===== src/rtl/muldiv_pkg.sv =====
// Shared encodings for the Execute-stage iterative multiply/divide unit.
// The optional MADD/MSUB accumulate path is enabled by MULDIV_MADD_EN.
package muldiv_pkg;

  localparam int MD_WIDTH = 32;

  typedef enum logic [2:0] {
    OP_MULT  = 3'b000,
    OP_MULTU = 3'b001,
    OP_DIV   = 3'b010,
    OP_DIVU  = 3'b011,
    OP_MADD  = 3'b100,
    OP_MSUB  = 3'b101,
    OP_MTHI  = 3'b110,
    OP_MTLO  = 3'b111
  } op_e;

  typedef enum logic [1:0] {
    IDLE = 2'd0,
    RUN  = 2'd1,
    FIN  = 2'd2
  } state_e;

  function automatic logic op_signed(input op_e op);
    return op inside {OP_MULT, OP_DIV, OP_MADD, OP_MSUB};
  endfunction

endpackage


===== src/rtl/muldiv_div_step.sv =====
// One restoring-divide iteration: shift in the next dividend bit,
// subtract the divisor when it fits and record the quotient bit.
module muldiv_div_step #(
  parameter int W = 32
) (
  input  logic [W-1:0] rem_i,
  input  logic [W-1:0] quo_i,
  input  logic [W-1:0] dvs_i,
  output logic [W-1:0] rem_o,
  output logic [W-1:0] quo_o
);

  logic [W:0] sh;
  logic [W:0] dvs_x;
  logic       ge;

  assign sh    = {rem_i, quo_i[W-1]};
  assign dvs_x = {1'b0, dvs_i};
  assign ge    = (sh >= dvs_x);
  assign rem_o = W'(ge ? sh - dvs_x : sh);
  assign quo_o = {quo_i[W-2:0], ge};

endmodule


===== src/rtl/execute_muldiv_unit.sv =====
// Iterative mul/div unit holding HI/LO; Busy stalls the front end.
// MULDIV_MADD_EN enables MADD/MSUB accumulation into {HI,LO}.
module execute_muldiv_unit
  import muldiv_pkg::*;
#(
  parameter int WIDTH = MD_WIDTH,
  parameter int CNT_W = 6
) (
  input  logic             Clk,
  input  logic             Reset,
  input  logic             Start,
  input  logic [2:0]       Op,
  input  logic [WIDTH-1:0] RsData,
  input  logic [WIDTH-1:0] RtData,
  input  logic             Kill,
  output logic             Busy,
  output logic             Done,
  output logic [WIDTH-1:0] HI,
  output logic [WIDTH-1:0] LO
);

  localparam int W2 = 2 * WIDTH;

  state_e           state_q, state_d;
  op_e              op_q, op_d;
  logic [CNT_W-1:0] cnt_q, cnt_d;
  logic [WIDTH-1:0] hi_q, hi_d, lo_q, lo_d;
  logic [WIDTH-1:0] mcand_q, mcand_d;
  logic [W2-1:0]    prod_q, prod_d;
  logic             qneg_q, qneg_d;
  logic             rneg_q, rneg_d;
  logic             done_q, done_d;

  op_e              op_in;
  logic             sgn_in, div_in, acc_ok, is_div;
  logic [WIDTH-1:0] a_abs, b_abs;
  logic [WIDTH:0]   msum;
  logic [W2-1:0]    mul_nxt, div_nxt, prod_s;
  logic [WIDTH-1:0] rem_nxt, quo_nxt, quo_s, rem_s;
  logic [WIDTH-1:0] fin_hi, fin_lo;

  assign op_in  = op_e'(Op);
  assign sgn_in = op_signed(op_in);
  assign div_in = (op_in == OP_DIV) || (op_in == OP_DIVU);
  assign is_div = (op_q == OP_DIV) || (op_q == OP_DIVU);
  assign a_abs  = (sgn_in && RsData[WIDTH-1]) ? -RsData : RsData;
  assign b_abs  = (sgn_in && RtData[WIDTH-1]) ? -RtData : RtData;

`ifdef MULDIV_MADD_EN
  assign acc_ok = (op_in != OP_MTHI) && (op_in != OP_MTLO);
`else
  assign acc_ok = op_in inside {OP_MULT, OP_MULTU, OP_DIV, OP_DIVU};
`endif

  // Product register holds {partial sum, remaining multiplier bits}
  assign msum    = {1'b0, prod_q[W2-1:WIDTH]}
                 + (prod_q[0] ? {1'b0, mcand_q} : '0);
  assign mul_nxt = {msum, prod_q[WIDTH-1:1]};

  muldiv_div_step #(.W(WIDTH)) u_div_step (
    .rem_i (prod_q[W2-1:WIDTH]),
    .quo_i (prod_q[WIDTH-1:0]),
    .dvs_i (mcand_q),
    .rem_o (rem_nxt),
    .quo_o (quo_nxt)
  );

  assign div_nxt = {rem_nxt, quo_nxt};
  assign prod_s  = qneg_q ? -prod_q : prod_q;
  assign quo_s   = qneg_q ? -prod_q[WIDTH-1:0] : prod_q[WIDTH-1:0];
  assign rem_s   = rneg_q ? -prod_q[W2-1:WIDTH] : prod_q[W2-1:WIDTH];

  always_comb begin
    {fin_hi, fin_lo} = prod_s;
    if (is_div) begin
      fin_hi = rem_s;
      fin_lo = quo_s;
    end
`ifdef MULDIV_MADD_EN
    else if (op_q == OP_MADD) begin
      {fin_hi, fin_lo} = {hi_q, lo_q} + prod_s;
    end else if (op_q == OP_MSUB) begin
      {fin_hi, fin_lo} = {hi_q, lo_q} - prod_s;
    end
`endif
  end

  always_comb begin
    state_d = state_q;
    op_d    = op_q;
    cnt_d   = cnt_q;
    hi_d    = hi_q;
    lo_d    = lo_q;
    mcand_d = mcand_q;
    prod_d  = prod_q;
    qneg_d  = qneg_q;
    rneg_d  = rneg_q;
    done_d  = 1'b0;
    case (state_q)
      IDLE: begin
        if (Start && !Kill) begin
          unique case (1'b1)
            op_in == OP_MTHI: hi_d = RsData;
            op_in == OP_MTLO: lo_d = RsData;
            acc_ok: begin
              op_d    = op_in;
              cnt_d   = '0;
              state_d = RUN;
              prod_d  = {{WIDTH{1'b0}}, div_in ? a_abs : b_abs};
              mcand_d = div_in ? b_abs : a_abs;
              qneg_d  = sgn_in && (RsData[WIDTH-1] ^ RtData[WIDTH-1]);
              rneg_d  = sgn_in && div_in && RsData[WIDTH-1];
              // x/0 keeps all-ones quotient; remainder fix-up restores RsData
              if (div_in && (RtData == '0)) qneg_d = 1'b0;
            end
            default: ;
          endcase
        end
      end
      RUN: begin
        if (Kill) begin
          state_d = IDLE;
        end else begin
          prod_d = is_div ? div_nxt : mul_nxt;
          cnt_d  = cnt_q + 1'b1;
          if (cnt_q == CNT_W'(WIDTH - 1)) state_d = FIN;
        end
      end
      FIN: begin
        state_d = IDLE;
        if (!Kill) begin
          hi_d   = fin_hi;
          lo_d   = fin_lo;
          done_d = 1'b1;
        end
      end
      default: state_d = IDLE;
    endcase
  end

  always_ff @(posedge Clk) begin
    if (Reset) begin
      state_q <= IDLE;
      op_q    <= OP_MULT;
      cnt_q   <= '0;
      hi_q    <= '0;
      lo_q    <= '0;
      mcand_q <= '0;
      prod_q  <= '0;
      qneg_q  <= 1'b0;
      rneg_q  <= 1'b0;
      done_q  <= 1'b0;
    end else begin
      state_q <= state_d;
      op_q    <= op_d;
      cnt_q   <= cnt_d;
      hi_q    <= hi_d;
      lo_q    <= lo_d;
      mcand_q <= mcand_d;
      prod_q  <= prod_d;
      qneg_q  <= qneg_d;
      rneg_q  <= rneg_d;
      done_q  <= done_d;
    end
  end

  assign Busy = (state_q != IDLE);
  assign Done = done_q;
  assign HI   = hi_q;
  assign LO   = lo_q;

endmodule


===== config.mk =====
export PLATFORM = sky130hd
export DESIGN_NAME = execute_muldiv_unit
export DESIGN_NICKNAME = d
export VERILOG_FILES = /design/src/rtl/muldiv_pkg.sv /design/src/rtl/muldiv_div_step.sv /design/src/rtl/execute_muldiv_unit.sv
export SDC_FILE = /design/constraint.sdc
export NUM_CORES = 1
export LEC_CHECK = 0
export CORE_ASPECT_RATIO = 0.7
export CORE_MARGIN = 1.5
export CORE_UTILIZATION = 50
export DETAILED_ROUTE_END_ITERATION = 10
export PLACE_DENSITY = 0.67
export SYNTH_ARGS = -nofsm -noshare
export SYNTH_HDL_FRONTEND = slang
export SYNTH_SLANG_ARGS = --single-unit
export TNS_END_PERCENT = 30

===== constraint.sdc =====
create_clock -name Clk -period 3.6 [get_ports Clk]
set_input_delay 0.36 -clock Clk [delete_from_list [all_inputs] [get_ports Clk]]
set_output_delay 0.36 -clock Clk [all_outputs]
set_load 0.01 [all_outputs]

==> results by group <==
Critical path
  • Crit path arrival time: slightly below 4 ns
  • Top cell by count, worst path: buf_4
  • R2r setup slk: 0.08 ns
  • CP max-delay cell: o41a_2
  • Critical path depth in cells: 13
  • Crit path from: mcand_q[2]$_SDFFE_PP0P_
  • Crit-path max cell delay: 0.47 ns
  • FF-to-FF path depth: 13
  • Crit end category: flop
  • CP required: around 4 ns
  • WS Path Type: reg2reg
  • Crit path buf inv count: 3
  • Crit-path cells: inv_1 > ha_1 > o211ai_1 > a21o_1 > a31oi_1 > a21oi_1 > o21a_1 > o41a_2 > buf_4 > buf_4 > mux2i_1 > o21ai_1 > a22o_1
  • Critical R2R Launch: mcand_q[2]$_SDFFE_PP0P_
  • CP endpoint: prod_q[36]$_SDFFE_PP0P_
  • CP top delay family: compound AO/OA/AOI/OAI gates
  • Crit-path max FO: 8
  • Worst Setup Start Kind: flop
  • RR Endpoint: prod_q[36]$_SDFFE_PP0P_

Drt
  • Initial DRC count: roughly 2100
  • DR vias/cell: roughly 6.3
  • Drt wl/cell: between 20 and 25 um
  • Detailed-route DRC error count: 0
  • WL final: approximately 60000 um
  • Initial DRT Pass Iterations: 5
  • Vias: about 17000
  • Antenna viol nets, final: 0

Timing
  • Min Tclk post-route: between 3 and 4 ns
  • Max_slew headroom: around 35%
  • Period Utilization, post-route: ~98%
  • Unrepaired setup endpoints after global routing: yes
  • Final WS setup: around 0.081 ns
  • Peak Freq: 0.2842 GHz
  • # setup viols final: 0
  • Hold WS: ~0.45 ns
  • Fin. Hold Viols: 0
  • Max-slew violations: 0
  • Slew @ Worst Pin: between 0.9 and 1 ns
  • Setup Skew: approximately 0.016 ns

Logic synthesis
  • Synthesized flop and latch total: 173
  • Async SR Flop Fraction: 0%
  • Register area share after synthesis: 23.52%
  • Synth top area cells: dfxtp_1 24%, a21oi_1 8.1%, nand2_1 7.3%
  • Yosys top cell area share: around a quarter
  • Synth area leader: dfxtp_1
  • Yosys Warn Count: 0
  • Synth Cell Area: 14730 um2
  • Count of different cell masters after synthesis: 80
  • Avg Cell Area, Syn: about 7.0 um2
  • Post-synth EDFFs: 0
  • Synthesized instance count: between 2000 and 2500
  • Top_reg_cell synth: dfxtp_1
  • Mapped Nets: around 2300

Die
  • Core ar.: just under 30000 um2
  • Ports: about 140
  • Die area: approximately 31000 um2
  • DIE HEIGHT: around 150 um
  • Number of core rows: between 50 and 60
  • Die Span X: 208.1 um
  • Starting Density: about half

Pwr
  • P_leak: between 0.006 and 0.007 uW
  • IR drop worst, VDD: a little over 300 uV
  • Power per cell area: approximately 320 nW/um2

GRT
  • GRT overflow: 0
  • First-pass GRT wire length: between 80000 and 90000 um
  • Largest net degree at the start of global routing: 74
  • Initial antenna violation count: 0
  • Vias in the first global route: 14710
  • GRT Total Usage: about two fifths

Min path
  • Worst min path class: reg2reg

CTS
  • Root buffer cell: clkbuf_16
  • TritonCTS buffer count: 17
  • Worst skew pair latency: 0.47 ns
  • H-tree depth: 4
  • Max clock buf depth: 2
  • Quantity of hold-fixing buffers added after cts: 0
  • CTS sink cnt: roughly 170
  • CTS tree: done
  • CTS clk-pin slew, worst paths: 0.08 ns

Placed design
  • # port buffers: ~140
  • Post-DP HPWL: 47140 um
  • Post-Place Worst Slack: ~0.064 ns
  • Dpl cell area: about 17000 um2
  • GP Congestion: 1.017

Status
  • Outcome: finished clean

Finish
  • Area growth syn-to-layout: 20.71%
  • Diodes inserted: 0
  • Fraction of layout instances using a drive strength above 1: roughly a tenth
  • Commonest non-fill, non-tap cell in the layout: nand2_1
  • Final Util: between 60% and 70%
  • Nets: about 2400
  • FILL cells: about 2800
  • Post-route cell area: between 15000 and 20000 um2
  • Most frequent cells in the layout: 286 x nand2_1, 259 x nor2_1, 236 x a21oi_1

Job
  • Max-Cap Viols: 0
-- flip-flops by register name (all words and copies together) (netlist names) --
signal / count
Done: 1
HI: 32
LO: 32
cnt_q: 6
mcand_q: 32
op_q: 2
prod_q: 64
qneg_q: 1
rneg_q: 1
state_q: 2
-- metal layers --
metal / part of all wire [%] / global-route usage, % / up-vias
met5: 0 / 0 / -
met4: 2.0 / 9.599 / 0
met3: 15 / 15.98 / 68
met2: 36 / 48.34 / 1052
met1: 47 / 58.93 / 7792
li1: - / - / 7886
-- worst reg2reg max path: cells and delay by family, from the launching register on --
| kind | cells | cell delay (ns) |
|---|---|---|
| multiplexers | 1 | 0.22 |
| AO/OA/AOI/OAI | 8 | 2.03 |
| flip-flops | 1 | 0.33 |
| buffers and inverters | 3 | 0.43 |
| adder cells (fa/ha/maj) | 1 | 0.42 |
-- per-stage QoR --
step / TNS (ns) / cells / total power [uW]
after floorplan: 0 / 2113 / 2959
after global placement: 0 / 2629 / 3575
after detailed placement: 0 / 2629 / 3582
after CTS: 0 / 2661 / 5549
after global routing: -0.02788 / 2661 / 5799
final: 0 / 2661 / 5625
-- logic make-up (layout without fill, tap and decap cells) --
| family | count (synthesis) | count (layout) | share of synthesized area (%) |
|---|---|---|---|
| AOI/OAI and AO/OA | 698 | 698 | 30.00 |
| DFF | 173 | 173 | 23.52 |
| buffers and inverters | 212 | 382 | 5.625 |
| adders and majority gates | 71 | 71 | 6.135 |
| and+or+nand+nor | 772 | 772 | 23.40 |
| xor gates and xnor gates | 164 | 164 | 9.754 |
| muxes | 23 | 23 | 1.563 |
-- report_power, final --
group          total (uW)  switching [uW]  internal (uW)  leakage [uW]
Clock                2010             928           1080      0.000292
Sequential           2030            60.2           1970       0.00140
Combinational        1590             988            601       0.00523
-- cell usage after synthesis, types with 11 or more instances --
cell,n
a21o_1,22
buf_1,13
mux2i_1,23
a311oi_1,21
o211ai_1,34
nand2b_1,23
o31ai_1,30
ha_1,69
o21ai_0,115
inv_1,62
nor3_1,47
or3_1,22
nor2_1,259
clkbuf_1,131
a21oi_1,237
o21a_1,12
xnor2_1,76
dfxtp_1,173
a211oi_1,72
and2_1,11
a31oi_1,25
nor4_1,20
xor2_1,88
or4_1,12
nand2_1,286
nand3_1,30
o21ai_1,40
nand4_1,13
-- area by class of cell --
type	instances	area [um2]	area share [%]
flip-flops and latches	173	3463	19.48
repair buffers	288	2532	14.25
multi-input cells	1728	10470	58.88
inverters	62	232.7	1.309
clock buffers	20	456.7	2.569
well taps	378	473.0	2.661
clock inverters	12	150.1	0.8447
-- repair_timing --
action	CTS	global route
buffers inserted	0	0
endpoints found under the setup margin	0	2
gates resized for setup	0	1
-- worst min-delay path by stage --
| stage | startpoint | end | cells past startpoint |
|---|---|---|---|
| floorplan | cnt_q[5]$_SDFFE_PP0P_ | state_q[1]$_SDFFE_PP0P_ | 1 |
| global placement | mcand_q[4]$_SDFFE_PP0P_ | mcand_q[4]$_SDFFE_PP0P_ | 2 |
| detailed placement | LO[26]$_SDFFE_PP0P_ | LO[26]$_SDFFE_PP0P_ | 2 |
| CTS | Reset | prod_q[60]$_SDFFE_PP0P_ | 5 |
| global route | Reset | prod_q[60]$_SDFFE_PP0P_ | 5 |
| finish | LO[26]$_SDFFE_PP0P_ | LO[26]$_SDFFE_PP0P_ | 2 |
Note: power is estimated with default switching activity, not from simulation.
